<file path="src/rtl/net_gen.sv">
// Centre-net pixel generator for the pong playfield: off / solid / dashed / scrolling dashed.
// One-clock registered output; mode writes are staged and committed only at frame start.
module net_gen #(
  parameter int H_BITS      = 9,
  parameter int V_BITS      = 9,
  parameter int NET_X       = 128,
  parameter int NET_W       = 2,
  parameter int V_TOP       = 0,
  parameter int V_BOTTOM    = 239,
  parameter int DASH_PERIOD = 8,
  parameter int DASH_ON     = 4,
  parameter int RESET_MODE  = 2
) (
  input  logic              clk,
  input  logic              reset,
  input  logic [H_BITS-1:0] hpos,
  input  logic [V_BITS-1:0] vpos,
  input  logic              display_on,
  input  logic [1:0]        mode,
  input  logic              mode_wr,
  output logic              net_gfx,
  output logic [1:0]        mode_active
);

  localparam int CW = (DASH_PERIOD > 1) ? $clog2(DASH_PERIOD) : 1;
  localparam logic [CW-1:0]     LAST   = CW'(DASH_PERIOD - 1);
  localparam logic [CW:0]       ON_LIM = (CW + 1)'(DASH_ON);
  localparam logic [H_BITS-1:0] X_LO   = H_BITS'(NET_X);
  localparam logic [H_BITS-1:0] X_SPAN = H_BITS'(NET_W - 1);
  localparam logic [V_BITS-1:0] Y_LO   = V_BITS'(V_TOP);
  localparam logic [V_BITS-1:0] Y_SPAN = V_BITS'(V_BOTTOM - V_TOP);

  logic [1:0]        pending_mode;
  logic [1:0]        active_mode;
  logic [CW-1:0]     scroll_ofs;
  logic [CW-1:0]     dash_cnt;

  logic              frame_start;
  logic [CW-1:0]     scroll_nxt;
  logic [CW-1:0]     dash_nxt;
  logic [H_BITS-1:0] dx;
  logic [V_BITS-1:0] dy;
  logic              in_x;
  logic              in_v;
  logic              dash_lit;
  logic              mode_lit;

  always_comb begin
    frame_start = (hpos == '0) && (vpos == '0);

    scroll_nxt = scroll_ofs;
    if (frame_start) begin
      if (pending_mode == 2'd3)
        scroll_nxt = (scroll_ofs == LAST) ? '0 : scroll_ofs + CW'(1);
      else
        scroll_nxt = '0;
    end

    // Dash counter counts every line regardless of mode; the frame's first line loads the scroll phase.
    dash_nxt = dash_cnt;
    if (hpos == '0) begin
      if (vpos == '0)
        dash_nxt = scroll_nxt;
      else
        dash_nxt = (dash_cnt == LAST) ? '0 : dash_cnt + CW'(1);
    end

    // Offset-and-span window tests stay exact at full width and avoid compares against zero.
    dx   = hpos - X_LO;
    dy   = vpos - Y_LO;
    in_x = (dx <= X_SPAN);
    in_v = (dy <= Y_SPAN);

    dash_lit = ({1'b0, dash_cnt} < ON_LIM);
    mode_lit = 1'b0;
    case (active_mode)
      2'd0:    mode_lit = 1'b0;
      2'd1:    mode_lit = 1'b1;
      default: mode_lit = dash_lit;
    endcase
  end

  always_ff @(posedge clk) begin
    if (reset) begin
      pending_mode <= 2'(RESET_MODE);
      active_mode  <= 2'(RESET_MODE);
      scroll_ofs   <= '0;
      dash_cnt     <= '0;
      net_gfx      <= 1'b0;
    end else begin
      if (mode_wr)
        pending_mode <= mode;
      if (frame_start)
        active_mode <= pending_mode;
      scroll_ofs <= scroll_nxt;
      dash_cnt   <= dash_nxt;
      net_gfx    <= display_on & in_x & in_v & mode_lit;
    end
  end

  assign mode_active = active_mode;

endmodule

</file>
<file path="config.mk">
export PLATFORM = sky130hd
export DESIGN_NAME = net_gen
export DESIGN_NICKNAME = d
export VERILOG_FILES = /design/src/rtl/net_gen.sv
export SDC_FILE = /design/constraint.sdc
export NUM_CORES = 1
export LEC_CHECK = 0
export CORE_MARGIN = 4
export CORE_UTILIZATION = 29
export DETAILED_ROUTE_END_ITERATION = 6
export REMOVE_ABC_BUFFERS = 1
export SYNTH_ARGS = -nofsm -noshare
export SYNTH_HDL_FRONTEND = slang
export SYNTH_SLANG_ARGS = --single-unit
</file>
<file path="constraint.sdc">
create_clock -name clk -period 4.21 [get_ports clk]
set_clock_uncertainty 0.05 [all_clocks]
set_input_delay 0.421 -clock clk [delete_from_list [all_inputs] [get_ports clk]]
set_output_delay 0.421 -clock clk [all_outputs]
set_load 0.02 [all_outputs]
</file>
; After elaboration in Yosys (flattened, before gate mapping)
; Index checks and enable logic that the tools add are counted.
[op_classes]
addsub = 3
n_mul = 0
div_mod_pow = 0
n_lt_le_gt_ge = 3
eq_ne = 4
shifts = 0
mux = 6
bitwise = 3
reduce_logical = 4
[ops]
columns = cell, count
row1 = $logic_not 9->1, 2
row2 = $mux 3, 5
row3 = $le 9x1->1 const B, 1
row4 = $le 9x8->1 const B, 1
row5 = $sub 9x8->9 const B, 1
row6 = $add 3x1->3 const B, 2
row7 = $eq 3x3->1 const B, 2
row8 = $and 1x1->1, 3
row9 = $lt 3x3->1 const B, 1
row10 = $eq 2x1->1 const B, 1
row11 = $eq 2x2->1 const B, 1
row12 = $logic_not 2->1, 1
row13 = $pmux 1 s2, 1
row14 = $logic_and 1x1->1, 1
[totals]
ff_bits = 11
latch_bits = 0
ram_bits = 0
rom_bits = 0
input_bits = 24
out_inout_bits = 3
word_cells = 28
n_memories = 0

; Logic depth before layout (Yosys ltp)
; Gate-level depths: netlist of run 1.
[logic_depth]
depth_word = 5
mapped_depth = 6

; Worst setup path after synthesis of run 1
; No wires, ideal clock.
[synth_timing]
path_kind = input port to flip-flop
startpoint = input hpos[1]
endpoint = register scroll_ofs[1]
t_arrival_ps = 1458
required_time_ps = 4086
slack_ps = 2628
stages = 4
n_path_buf = 0
cell_sequence = nor4_2 -> nand3_2 -> or4_1 -> o21ai_0
[synth_via]
elab_chain_cells = 3
[synth_lines]
columns = element, line
row1 = start: declaration, 16  ; input logic [H_BITS-1:0] hpos,
row2 = $logic_not 9->1, 49  ; frame_start = (hpos == '0) && (vpos == '0);
row3 = $logic_and 1x1->1, 49
row4 = $mux 3, 52  ; if (frame_start) begin
row5 = end signal: assignment, 95  ; scroll_ofs <= scroll_nxt;
row6 = end: declaration, 35  ; logic [CW-1:0] scroll_ofs;
; Every way passes these cells.
; A chain may end at the register's enable or synchronous reset.

; Worst setup path after layout of run 1
[layout_timing]
startpoint = input vpos[5]
endpoint = register scroll_ofs[1]
[layout_via]
elab_chain_cells = 3
[layout_lines]
columns = element, line
row1 = start: declaration, 17  ; input logic [V_BITS-1:0] vpos,
row2 = $logic_not 9->1, 49
row3 = $logic_and 1x1->1, 49
row4 = $mux 3, 52
; Every way passes these cells.

==> results.md, run 1 <==
Drt:
- After detailed routing, the average wire length per cell comes to 12.0 um.
- The final wirelength is 1.55 mm.
- The final routed DRC violation total is 0.
- The first detailed-routing pass took 4 iterations.
- For this block, the initial DRC count from the detailed router was 12.
- Using the TritonRoute via totals, the vias-per-cell ratio works out to 5.10.
- Summing over every cut layer, the via total after detailed routing is 658.
- The post-detailed-route count of antenna-violating nets is 0.

Timing:
- Setup violations remaining at the end of the flow were counted as 0.
- The final critical path takes up 43.8% of the cycle.
- The worst pin sits at a relative slew slack of 69.0%.
- The total count of hold-check failures in the final report was 0.
- The number of max-slew violations in the final report is 0.
- After routing, the total negative slack on setup checks comes to 0 ps.
- Derived from the worst setup path, the maximum achievable clock frequency is 542 MHz.
- Setup repair after global routing left no endpoint under its margin.
- Hold timing on the final database bottoms out at a slack of 431 ps.
- At the pin with the least slew margin, the transition time is 464 ps.
- Counting I/O delays and the setup requirement, the final critical path takes 1850 ps.

GRT:
- The total global-route track usage is 11.1%.
- The number of global-route vias before repair is 617.
- Entering global routing, the biggest net connects 15 pins.
- The number of antenna violations at the first check in global routing is 0.
- The residual overflow from global routing is 0.
- The first-pass GRT wire length is 2.66 mm.

Yosys:
- A synthesized cell averages 8.76 um^2.
- Yosys mapped a number of flops with a built-in enable equal to 0.
- The count of mapped cells out of synthesis is 74.
- The cell area after synthesis is 648 um^2.
- The post-synthesis sequential element count is 11.
- After synthesis, the cell types taking the most area are sky130_fd_sc_hd__dfxtp_1 (34%), sky130_fd_sc_hd__ha_1 (9.7%), sky130_fd_sc_hd__nor2_1 (6.9%).
- Yosys instantiated no cell more often than sky130_fd_sc_hd__nor2_1.
- Summed over all instances, the cell type with the most area after synthesis is sky130_fd_sc_hd__dfxtp_1.
- Ranked by instance count, the synthesized netlist is headed by sky130_fd_sc_hd__nor2_1 (12), sky130_fd_sc_hd__dfxtp_1 (11), sky130_fd_sc_hd__o21ai_0 (7).
- The area fraction of the dominant cell type after synthesis is 34.0%.
- For this run, the number of Yosys warnings is 0.
- Of the synthesized area, sequential elements account for 34.0%.
- In the synthesized netlist the async set-or-reset flop fraction comes to 0%.
- The number of different library cells used by synthesis comes to 27.
- The leading register cell type out of synthesis is sky130_fd_sc_hd__dfxtp_1.

Run status:
- The flow ran to the end, and the final reports show no timing, DRC or antenna violations.

Setup path:
- The worst setup path is captured at a register.
- The critical path required time is 4360 ps.
- The worst-path maximum fanout is 6.
- The kind of start point of the critical path is a primary input.
- The critical path in this run is classified as in -> reg.
- The destination of the worst register-to-register timing path is scroll_ofs[2].
- The number of cells on the worst reg-to-reg path is 5.
- The origin of the critical flop-to-flop path is scroll_ofs[0].
- The endpoint arrival time on the critical path is 2000 ps.
- Tracing the worst setup path back leads to its startpoint at vpos[5].
- In this run the register-to-register setup slack is 2730 ps.

Die:
- The floorplan step defined a die boundary enclosing 3060 um^2.
- The total number of placement rows is 16.
- The die is 55.3 um wide.
- In this run the vertical extent of the chip is 55.3 um.
- In this run the standard cell core region covers 2040 um^2.
- For this configuration, the core starts out at a cell density of 31.7%.
- The number of placed I/O pins is 27.

Clocking:
- The clock net sink count is 11.
- The root buffer selected by CTS is sky130_fd_sc_hd__clkbuf_4.
- In this run, post-CTS hold repair placed 0 buffers.
- The CTS tree is done.
- Clock latency on the worst-skew pair, taken at its later pin, is 270 ps.
- The buffer count from post-CTS setup fixing is 0.
- The clock transition at the register clock pins on the worst setup and hold paths after CTS is 70 ps.
- Post-CTS repair changed the size of 0 cells.
- In this run the number of H-tree levels came out at 1.
- In this run the deepest clock path goes through 2 buffers.
- The clock buffer count from CTS is 3.

Min path:
- The worst hold path was traced through 2 stages.
- In this run the most critical hold path is launched from scroll_ofs[1].
- The classification of the worst-slack hold path is reg -> reg.
- The hold-critical path endpoint is scroll_ofs[1].

Layout:
- The number of antenna diodes in the final layout is 0.
- The filler cell count is 217.
- Compared with the post-synthesis result, the final layout area differs by 48.1%.
- In the final layout, the share of cells above drive strength 1 is 8.82%.
- After the last flow step, the layout net total stands at 132.

Placed design:
- The last weighted congestion value of the routability-driven placer is 0.804.
- The half-perimeter wire length after detailed placement is 1.29 mm.
- During placement, the flow inserted port buffers numbering 26.

Pwr:
- Across the VDD grid, the largest voltage drop is 0.131 mV.
- Summed over all cells, the static leakage comes to 0.350 nW.
- Dividing total power by cell area gives a power density of 227 nW/um^2.

Flow run:
- The max-cap violation count is 0.
[worst max-delay path by stage]
stage / end / slack [ps]
2_1_floorplan: scroll_ofs[1] / 2630
3_3_place_gp: scroll_ofs[1] / 2110
3_5_place_dp: scroll_ofs[1] / 2090
4_1_cts: scroll_ofs[1] / 2370
5_1_grt: scroll_ofs[1] / 2290
6_report: scroll_ofs[1] / 2360
[layer usage]
metal	track usage, %	share of wire (%)
met1	13.3	45
met2	17.1	44
met3	2.56	7.6
met4	8.33	3.5
met5	0	0
[through the flow]
step | util, % | power, mW | setup WS, ps | std cells | cell area, um^2
2_1_floorplan | - | 0.118 | 2630 | 72 | 639
3_3_place_gp | 45.7 | 0.146 | 2110 | 125 | 933
3_5_place_dp | 45.7 | 0.146 | 2090 | 125 | 933
4_1_cts | 47.0 | 0.221 | 2370 | 129 | 960
5_1_grt | 47.0 | 0.230 | 2290 | 129 | 960
6_report | 47.0 | 0.218 | 2360 | 129 | 960
[report_power, final]
group / switching [mW] / internal (mW)
clock network: 0.0375 / 0.0367
logic: 0.0128 / 0.0238
registers: 0.00159 / 0.105
[area by class of cell]
class | instances | area [um^2] | area share (%)
Inverter | 2 | 7.51 | 0.782
Tap cell | 27 | 33.8 | 3.52
Timing Repair Buffer | 26 | 260 | 27.1
Clock buffer | 4 | 26.3 | 2.74
Multi-Input combinational cell | 59 | 412 | 42.9
Sequential cell | 11 | 220 | 22.9
[kinds of logic (layout without fill, tap and decap cells)]
kind of cell	Yosys count	after routing	synth area share (%)
AOI/OAI and AO/OA	14	14	13.1
muxes	3	3	4.63
DFF	11	11	34.0
adders and majority gates	5	5	9.65
buffers and inverters	4	32	2.51
and+or+nand+nor	37	37	36.1
[registers in the layout (all words and copies together), names as in the netlist]
signal and cells:
dash_cnt 3, mode_active 2, net_gfx 1, pending_mode 2
scroll_ofs 3
[layout by cell type (no fill, tap or decap)]
cell type                         Yosys  layout
sky130_fd_sc_hd__a211o_1              1       1
sky130_fd_sc_hd__a211oi_1             3       3
sky130_fd_sc_hd__a21oi_1              2       2
sky130_fd_sc_hd__and3_1               1       1
sky130_fd_sc_hd__and3_2               1       1
sky130_fd_sc_hd__clkbuf_1             1       1
sky130_fd_sc_hd__clkbuf_4             0       3
sky130_fd_sc_hd__clkdlybuf4s50_1      0      26
sky130_fd_sc_hd__dfxtp_1             11      11
sky130_fd_sc_hd__ha_1                 5       5
sky130_fd_sc_hd__inv_1                2       2
sky130_fd_sc_hd__mux2i_1              3       3
sky130_fd_sc_hd__nand2_1              2       2
sky130_fd_sc_hd__nand2b_1             2       2
sky130_fd_sc_hd__nand3_1              5       5
sky130_fd_sc_hd__nand3_2              1       1
sky130_fd_sc_hd__nand3_4              1       1
sky130_fd_sc_hd__nand4_1              3       3
sky130_fd_sc_hd__nor2_1              12      12
sky130_fd_sc_hd__nor2b_1              1       1
sky130_fd_sc_hd__nor3_1               2       2
sky130_fd_sc_hd__nor3_2               1       1
sky130_fd_sc_hd__nor4_2               1       1
sky130_fd_sc_hd__nor4_4               1       1
sky130_fd_sc_hd__nor4b_1              1       1
sky130_fd_sc_hd__o2111ai_1            1       1
sky130_fd_sc_hd__o21ai_0              7       7
sky130_fd_sc_hd__or4_1                2       2
[worst max-delay path, stage by stage]
cell	delay [ps]
sky130_fd_sc_hd__clkdlybuf4s50_1	460
sky130_fd_sc_hd__nor4_4	410
sky130_fd_sc_hd__nand3_4	150
sky130_fd_sc_hd__or4_1	480
sky130_fd_sc_hd__o21ai_0	70
(Power assumes the default switching activity.)
==> run 2, diff against run 1 <==
==> constraint.sdc (replaced) <==
create_clock -name clk -period 1.8 [get_ports clk]
set_clock_uncertainty 0.05 [all_clocks]
set_input_delay 0.18 -clock clk [delete_from_list [all_inputs] [get_ports clk]]
set_output_delay 0.18 -clock clk [all_outputs]
set_load 0.02 [all_outputs]
==> results.md, run 2 (synthesis results as in run 1) <==
Setup path:
- For this run, the slowest stage of the critical path takes 520 ps.
- The critical path goes through clkdlybuf4s50_1 > nor4_2 > nand3_2 > or4_1 > o21ai_0.
- The count of cells along the worst register-to-register path is 5.
- The kind of end point of the critical path is a register.
- The kind of start point of the critical path is a primary input.
- The endpoint arrival time on the critical path is 1740 ps.
- At the worst endpoint, the required time is 1950 ps.
- The worst-path maximum fanout is 5.
- Among all stages on the critical path, the largest delay is contributed by sky130_fd_sc_hd__or4_1.
- The worst setup path is of the in -> reg kind.

Timing:
- The worst hold slack across all endpoints is 435 ps.
- The final critical path takes up 88.2% of the cycle.
- The count of endpoints failing setup in the final report is 0.
- Setup repair after global routing left no endpoint under its margin.
- Derived from the worst setup path, the maximum achievable clock frequency is 630 MHz.
- The total count of hold-check failures in the final report is 0.
- For the finished layout, the period the worst path requires is 1590 ps.
- The number of max-slew violations in the final report was 0.
- In this run the tightest slew margin relative to its limit is 77.7%.
- The transition time of the tightest slew-check pin is 332 ps.

Drt:
- The final routed DRC violation total is 0.
- The count of routing violations after the opening detailed-route iteration is 14.
- The first detailed-routing pass took 4 iterations.
- The post-detailed-route count of antenna-violating nets is 0.
- The average via count per standard cell is 4.76.
- The routed layout has 647 vias.
- In the final routed layout, each cell accounts on average for 11.7 um.
- The final layout contains routed wiring with a total length of 1.59 mm.

Placed design:
- The quantity of I/O buffers inserted on ports is 26.
- The total placed instance area is 986 um^2.
- The last weighted congestion value of the routability-driven placer is 0.809.
- The instance count after placement with tap cells included is 132.
- After legalization and detailed placement, the total HPWL measured 1.37 mm.

Die:
- The placeable core area is 2040 um^2.
- 27 I/O pins were placed.
- Once the floorplan was initialized, standard cells occupied 31.7% of the core.
- Measured along the x axis, the die boundary spans 55.3 um.
- The total number of placement rows is 16.
- The die is 55.3 um tall.
- The die covers 3060 um^2.

Run status:
- The run finished with clean final reports.

Pwr:
- The maximum vdd ir drop is 0.446 mV.
- The switching power is 126 uW.
- Combinational logic burns 18.1% of the power.
- The power share of the clock group is 33.5%.
- For this design the ratio of total power to cell area is 510 nW/um^2.
- The total internal power is 391 uW.
- The design draws 516 uW.
- The part of the power in registers is 48.4%.
- In this run switching power makes up 24.3% of total power.
- The leakage power figure is 0.387 nW.

Min path:
- The classification of the worst-slack hold path is reg -> reg.
- The worst hold path passes through 2 cells.

Clocking:
- At the later pin of the worst-skew pair, clock insertion delay measures 270 ps.
- The clock net sink count is 11.
- TritonCTS created 3 clock buffers.
- The buffer count from post-CTS setup fixing is 0.
- Clock-pin slew was measured on the worst setup and hold paths at 80 ps.
- The hold-fix buffer count after cts is 0.
- The number of resized instances in the post-cts repair step is 0.
- No sink is reached through more buffers than the 2 on the longest clock path.
- In this run the number of H-tree levels came out at 1.
- The tree is rooted in a sky130_fd_sc_hd__clkbuf_4.
- TritonCTS built the clock tree.

Layout:
- The area of all placed cells without fillers is 1010 um^2.
- The non-filler instance count after layout is 136.
- The most frequent standard cell in the layout excluding fill and tap cells is sky130_fd_sc_hd__clkdlybuf4s50_1.
- For this run, the post-layout net count is 139.
- Counting the fill cells in the layout gives 228.
- In the layout the commonest cells are sky130_fd_sc_hd__clkdlybuf4s50_1 (26), sky130_fd_sc_hd__nor2_1 (12), sky130_fd_sc_hd__dfxtp_1 (11), sky130_fd_sc_hd__o21ai_0 (7), sky130_fd_sc_hd__buf_4 (7).
- The core utilization of the finished layout is 49.6%.
- Compared with the post-synthesis result, the final layout area differs by 56.4%.
- The number of diodes is 0.
- The largest registers in the layout are dash_cnt (3), scroll_ofs (3).
- The fraction of layout instances using a drive strength above 1 is 15.6%.

GRT:
- Global routing finished with a remaining overflow of 0.
- The number of antenna violations at the first check in global routing was 0.
- The first global-routing pass estimated 2.59 mm of wire.
- The number of global-route vias before repair was 634.
- For this run, the total global-route usage over all layers was measured as 10.6%.
- Entering global routing, the biggest net connects 9 pins.

Flow run:
- The max-cap violation count is 0.
==> run 2: changes by cell type in the layout (fill, tap and decap cells not counted) <==
| cell | change |
|---|---|
| sky130_fd_sc_hd__buf_4 | +7 |
| sky130_fd_sc_hd__clkinv_2 | +1 |
| sky130_fd_sc_hd__clkbuf_1 | -1 |
==> run 2: power by group through the flow <==
stage               sequential [mW]  clock (mW)  combinational, mW
floorplan                     0.255           0             0.0216
global placement              0.256           0             0.0924
detailed placement            0.256           0             0.0945
CTS                           0.250       0.182             0.0947
global route                  0.251       0.196              0.101
finish                        0.250       0.173             0.0934
==> run 2: path summary, 6_finish.rpt <==
check | from | end | slack, ps
worst max-delay path | hpos[1] | scroll_ofs[1] | 210
worst min-delay path | scroll_ofs[2] | scroll_ofs[2] | 430
worst max register to register | scroll_ofs[0] | scroll_ofs[2] | 330
worst min register to register | scroll_ofs[2] | scroll_ofs[2] | 430
==> run 2: per-layer routing <==
layer | routed length (um) | global-route usage, % | vias up | share of wire (%)
li1 | - | - | 345 | -
met1 | 717 | 11.9 | 278 | 45
met2 | 768 | 18.2 | 24 | 48
met3 | 104 | 3.50 | 0 | 6.5
met4 | 0 | 4.17 | 0 | 0
met5 | 0 | 0 | - | 0
==> run 2: stage by stage <==
stage | setup WS [ps] | setup TNS (ps)
floorplan | 409 | 0
global placement | -29.6 | -61.4
detailed placement | -81.6 | -140
CTS | 211 | 0
global route | 127 | 0
finish | 212 | 0
==> run 2: layout make-up <==
class | instances | area [um^2] | area share, %
clock buffers | 3 | 22.5 | 2.22
inverters | 2 | 7.51 | 0.741
clock inverters | 1 | 5.00 | 0.494
flip-flops and latches | 11 | 220 | 21.7
repair buffers | 33 | 313 | 30.9
multi-input cells | 59 | 412 | 40.6
well taps | 27 | 33.8 | 3.33
==> run 2: worst max-delay path, delay by kind of cell <==
family          cells  cell delay (ps)
simple gates        3             1070
compound gates      1               90
buf+inv             1              410
==> RTL change 1, RTL diff (config.mk and constraints of run 2) <==
Make the reset (`reset`) asynchronous in one clocked block.
--- a/src/rtl/net_gen.sv
+++ b/src/rtl/net_gen.sv
@@ -80,7 +80,7 @@
     endcase
   end
 
-  always_ff @(posedge clk) begin
+  always_ff @(posedge clk or posedge reset) begin
     if (reset) begin
       pending_mode <= 2'(RESET_MODE);
       active_mode  <= 2'(RESET_MODE);
Function: differs if reset is asserted again (counterexample within 4 cycles, from zero or initial values and one cycle with reset high); with reset held inactive, the same outputs for 10 cycles.
==> RTL change 1 against run 2 <==
Worst setup slack worse by 0.12 ns; area after synthesis down 2.3%; sequential share of layout area up 6.9 points; largest power group unchanged; sequential cell count unchanged; cell area down 4.3%; synthesized cell count down 27%; power down 0.27%; wire length down 13%.
==> RTL change 1: results (changes against run 2) <==
Status: finished clean
Syn Inst Count: 54 (-27%)
Ranking of synthesized cells by area: dfrtp_1 (36%), mux2_2 (18%), ha_1 (9.9%)
Synth top cells by count: mux2_2 (10), dfrtp_1 (9), ha_1 (5)
Post-DP HPWL: 1.153 mm (-16%)
Post-DP Area: 942.2 µm² (-4.4%)
Clk_lat worst skew: 0.27 ns (about the same)
Fraction of layout cells with a size suffix above 1: 24.42% (+8.8 points)
Worst VDD drop: 0.0003555 V (-20%)
Leakage Power: 0.4392 nW (+13%)
Worst-margin pin slew: 0.4037 ns (+0.07195 ns)
Data arrival time of the worst path: 1.83 ns (+0.09 ns)
Main synth FF type: dfrtp_1
Final Hold Fails: 0 (unchanged)
Drt pass-1 iters: 2 (-2)
Count leader, synth: mux2_2
Mean routed wirelength per cell: 12.27 µm (+4.9%)
Routability-driven placement congestion ratio: 0.6953 (-14%)
Number of global-route vias before repair: 537 (-15%)
Post-synth cell types: 19 (-30%)
DRT Wirelength: 1.386 mm (-13%)
WL met2: 569 µm (-26%)
Highest routed layer: met4
Worst hold slack: 0.1313 ns (-0.3036 ns)
Async set-reset flop share out of synthesis: 100.0% (+100 points)
Post-synthesis sequential area ratio: 43.87% (+9.9 points)
Min-Delay Path Class: primary input to asynchronous set/reset pin
Via density: 4.681 (-1.6%)
DR WL met3: 223 µm (+110%)
Worst-path cell with the longest stage delay: dfrtp_1
Placed Cells: 109 (-17%)
M1 WL: 552 µm (-23%)
R2R Setup Slk: 0.09 ns (-0.24 ns)
DRT iter0 DRCs: 3 (-11)
Max incr delay on CP: 0.40 ns (-0.12 ns)
GR Util All Layers: 10.14% (-0.43 points)
First-pass GRT wire length: 2.139 mm (-18%)
FILL cells: 191 (-16%)
RTL change 1: report_power, final:
part	total (mW)	switching [mW]	internal, mW	leakage [nW]
Sequential	0.263	0.00729	0.255	0.144
Clock	0.170	0.0873	0.0824	0.0177
Combinational	0.0826	0.0242	0.0584	0.277
RTL change 1: path summary, 6_finish.rpt:
path | startpoint | cells past startpoint | to
max reg2reg | scroll_ofs[0] | 5 | dash_cnt[2]
max | scroll_ofs[0] | 5 | dash_cnt[2]
min | reset | 2 | net_gfx
min in group clk | display_on | 3 | net_gfx
max in group asynchronous | reset | 2 | mode_active[1]
min reg2reg | scroll_ofs[1] | 1 | scroll_ofs[1]
RTL change 1: cells by family after synthesis:
family          share of synthesized area, %
buf+inv                                2.371
fa+ha+maj                              9.881
flops                                  43.87
mux                                    24.70
compound gates                        0.9888
simple gates                           18.18
RTL change 1: area by class of cell:
cell class              instances  area, µm²  area share (%)
clock inverters                 1      5.005          0.5161
flip-flops and latches         11      277.8           28.65
multi-input cells              39      340.3           35.10
repair buffers                 28      275.3           28.39
inverters                       4      15.01           1.548
well taps                      27      33.78           3.484
clock buffers                   3      22.52           2.323
RTL change 1: stage by stage:
| step | worst slack (ns) | TNS, ns | utilization, % |
|---|---|---|---|
| floorplan | 0.1414 | 0 | - |
| global placement | -0.1084 | -0.6751 | 46.60 |
| detailed placement | -0.1049 | -0.6166 | 46.60 |
| CTS | 0.07847 | 0 | 47.96 |
| global route | 0.005496 | 0 | 47.96 |
| finish | 0.08894 | 0 | 47.96 |
RTL change 1: worst max-delay path: cells and delay by family, from the launching register on:
kind,cells,cell delay [ns]
multiplexers,2,0.53
adder cells (fa/ha/maj),2,0.46
flip-flops,1,0.40
AND/OR/NAND/NOR,1,0.17
RTL change 1: metal layers:
metal	GRT usage [%]	vias to the layer above
li1	-	260
met1	10.47	237
met2	16.73	27
met3	3.542	5
met4	7.469	0
met5	0	-
==> RTL change 2, RTL diff (config.mk and constraints of run 2) <==
Without the edit above. `DASH_PERIOD`: 8 -> 16.
--- a/src/rtl/net_gen.sv
+++ b/src/rtl/net_gen.sv
@@ -7,7 +7,7 @@
   parameter int NET_W       = 2,
   parameter int V_TOP       = 0,
   parameter int V_BOTTOM    = 239,
-  parameter int DASH_PERIOD = 8,
+  parameter int DASH_PERIOD = 16,
   parameter int DASH_ON     = 4,
   parameter int RESET_MODE  = 2
 ) (
Function: changed (a bounded check fails within 10 cycles, from zero or initial values and one cycle with reset high).
==> RTL change 2 against run 2 <==
Power up 10%; worst setup slack better by 0.038 ns; largest power group unchanged; sequential cell count up 2; die area up 21%; sequential share of layout area up 0.33 points; cell area up 16%; highest routed layer is now met4; wire length up 28%; non-clock buffer count up 1; area after synthesis up 25%; combinational power up 1%; maximum frequency up 2.4%; clock power up 5%; global-route usage up 1.7 points.
==> RTL change 2: results (changes against run 2) <==
Post-CTS Resized: 0 (unchanged)
Largest net degree at the start of global routing: 9 (unchanged)
Fraction of layout cells with a size suffix above 1: 14.29% (-1.3 points)
Top Registers: dash_cnt: 4 flops, scroll_ofs: 4 flops
Initial antenna violation count: 0 (unchanged)
Gr ovfl total: 0 (unchanged)
WL met2: 997 µm (+30%)
Worst-path cell with the longest stage delay: clkdlybuf4s50_1
Top delay family on crit path: buffers and inverters
Worst-margin pin slew: 0.3396 ns (+0.007928 ns)
Post-DP Area: 1154 µm² (+17%)
# port buffers: 26 (unchanged)
Mean routed wirelength per cell: 13.03 µm (+11%)
Worst VDD drop: 0.0003463 V (-22%)
Max incr delay on CP: 0.45 ns (-0.07 ns)
Cts bufs inserted: 3 (unchanged)
Clk_lat worst skew: 0.28 ns
Max clock buf depth: 2 (unchanged)
Post-DP HPWL: 1.709 mm (+25%)
DRT iter0 DRCs: 31 (+17)
Synth top cells by count: dfxtp_1 (13), nor2_1 (10), nand2_1 (7)
N_diodes: 0 (unchanged)
Ranking of synthesized cells by area: dfxtp_1 (32%), nor4_4 (5.3%), mux2i_1 (5.0%)
M1 WL: 918 µm (+28%)
Drt pass-1 iters: 4 (unchanged)
Data arrival time of the worst path: 1.67 ns (-0.07 ns)
Via count: 817 (+26%)
Number of global-route vias before repair: 781 (+23%)
Post-synth cell types: 36 (+33%)
Post-synthesis sequential area ratio: 32.20% (-1.8 points)
First-pass GRT wire length: 3.360 mm (+30%)
Max FO, Critical Path: 8 (+3)
GR Util All Layers: 12.29% (+1.7 points)
Status: finished clean
Final net count: 154 (+11%)
Highest routed layer: met4
H-tree depth reported by CTS: 1 (unchanged)
Routability-driven placement congestion ratio: 0.7790 (-3.7%)
Async set-reset flop share out of synthesis: 0% (unchanged)
Leakage Power: 0.4659 nW (+20%)
Clock transition at path regs: 0.08 ns (about the same)
Min-Delay Path Class: primary input to flop
Postcts setup bufs: 0 (unchanged)
[RTL change 2: worst reg2reg max path, stage by stage (launching register included)]
cell and delay (ns):
dfxtp_1 0.42, ha_1 0.27, a21o_1 0.11, a21oi_1 0.08
a211o_2 0.36, nand3_1 0.08, a21oi_1 0.07
[RTL change 2: routing by layer]
metal / up-vias / track usage (%)
met2: 21 / 20.00
li1: 409 / -
met4: 0 / 4.025
met3: 2 / 4.468
met5: - / 0
met1: 385 / 15.05
[RTL change 2: layout make-up]
cell class / instances / area (µm²)
Inverter: 3 / 11.26
Fill cell: 264 / 1388
Sequential cell: 13 / 260.3
Multi-Input combinational cell: 72 / 524.3
Timing Repair Buffer: 34 / 320.3
Tap cell: 30 / 37.54
Clock buffer: 4 / 26.28
[RTL change 2: metrics by stage]
| stage | power, mW | std cells | setup slack (ns) |
|---|---|---|---|
| 2_1_floorplan | 0.3227 | 88 | 0.4384 |
| 3_3_place_gp | 0.3939 | 152 | -0.03161 |
| 3_5_place_dp | 0.3958 | 152 | -0.06107 |
| 4_1_cts | 0.5772 | 156 | 0.2422 |
| 5_1_grt | 0.6060 | 156 | 0.1668 |
| 6_report | 0.5705 | 156 | 0.2494 |
[RTL change 2: report_power, final]
part	switching, mW	internal (mW)
Clock	0.0964	0.0859
Sequential	0.00309	0.290
Combinational	0.0348	0.0600
Total	0.134	0.436
[RTL change 2: final timing paths]
path / to / cells after the start / startpoint / slack (ns)
worst min-delay path: net_gfx / 3 / display_on / 0.43
worst max register to register: dash_cnt[3] / 6 / scroll_ofs[0] / 0.26
worst max-delay path: scroll_ofs[3] / 6 / vpos[3] / 0.25
worst min register to register: dash_cnt[3] / 2 / dash_cnt[3] / 0.47
[RTL change 2: cells by family (layout without fill, tap and decap cells)]
group | count (synthesis) | in the layout | share of synthesized area, %
simple gates | 38 | 38 | 32.66
compound gates | 26 | 26 | 21.52
flops | 13 | 13 | 32.20
buf+inv | 5 | 41 | 2.941
mux | 4 | 4 | 4.954
fa+ha+maj | 3 | 3 | 4.644
xor+xnor | 1 | 1 | 1.084
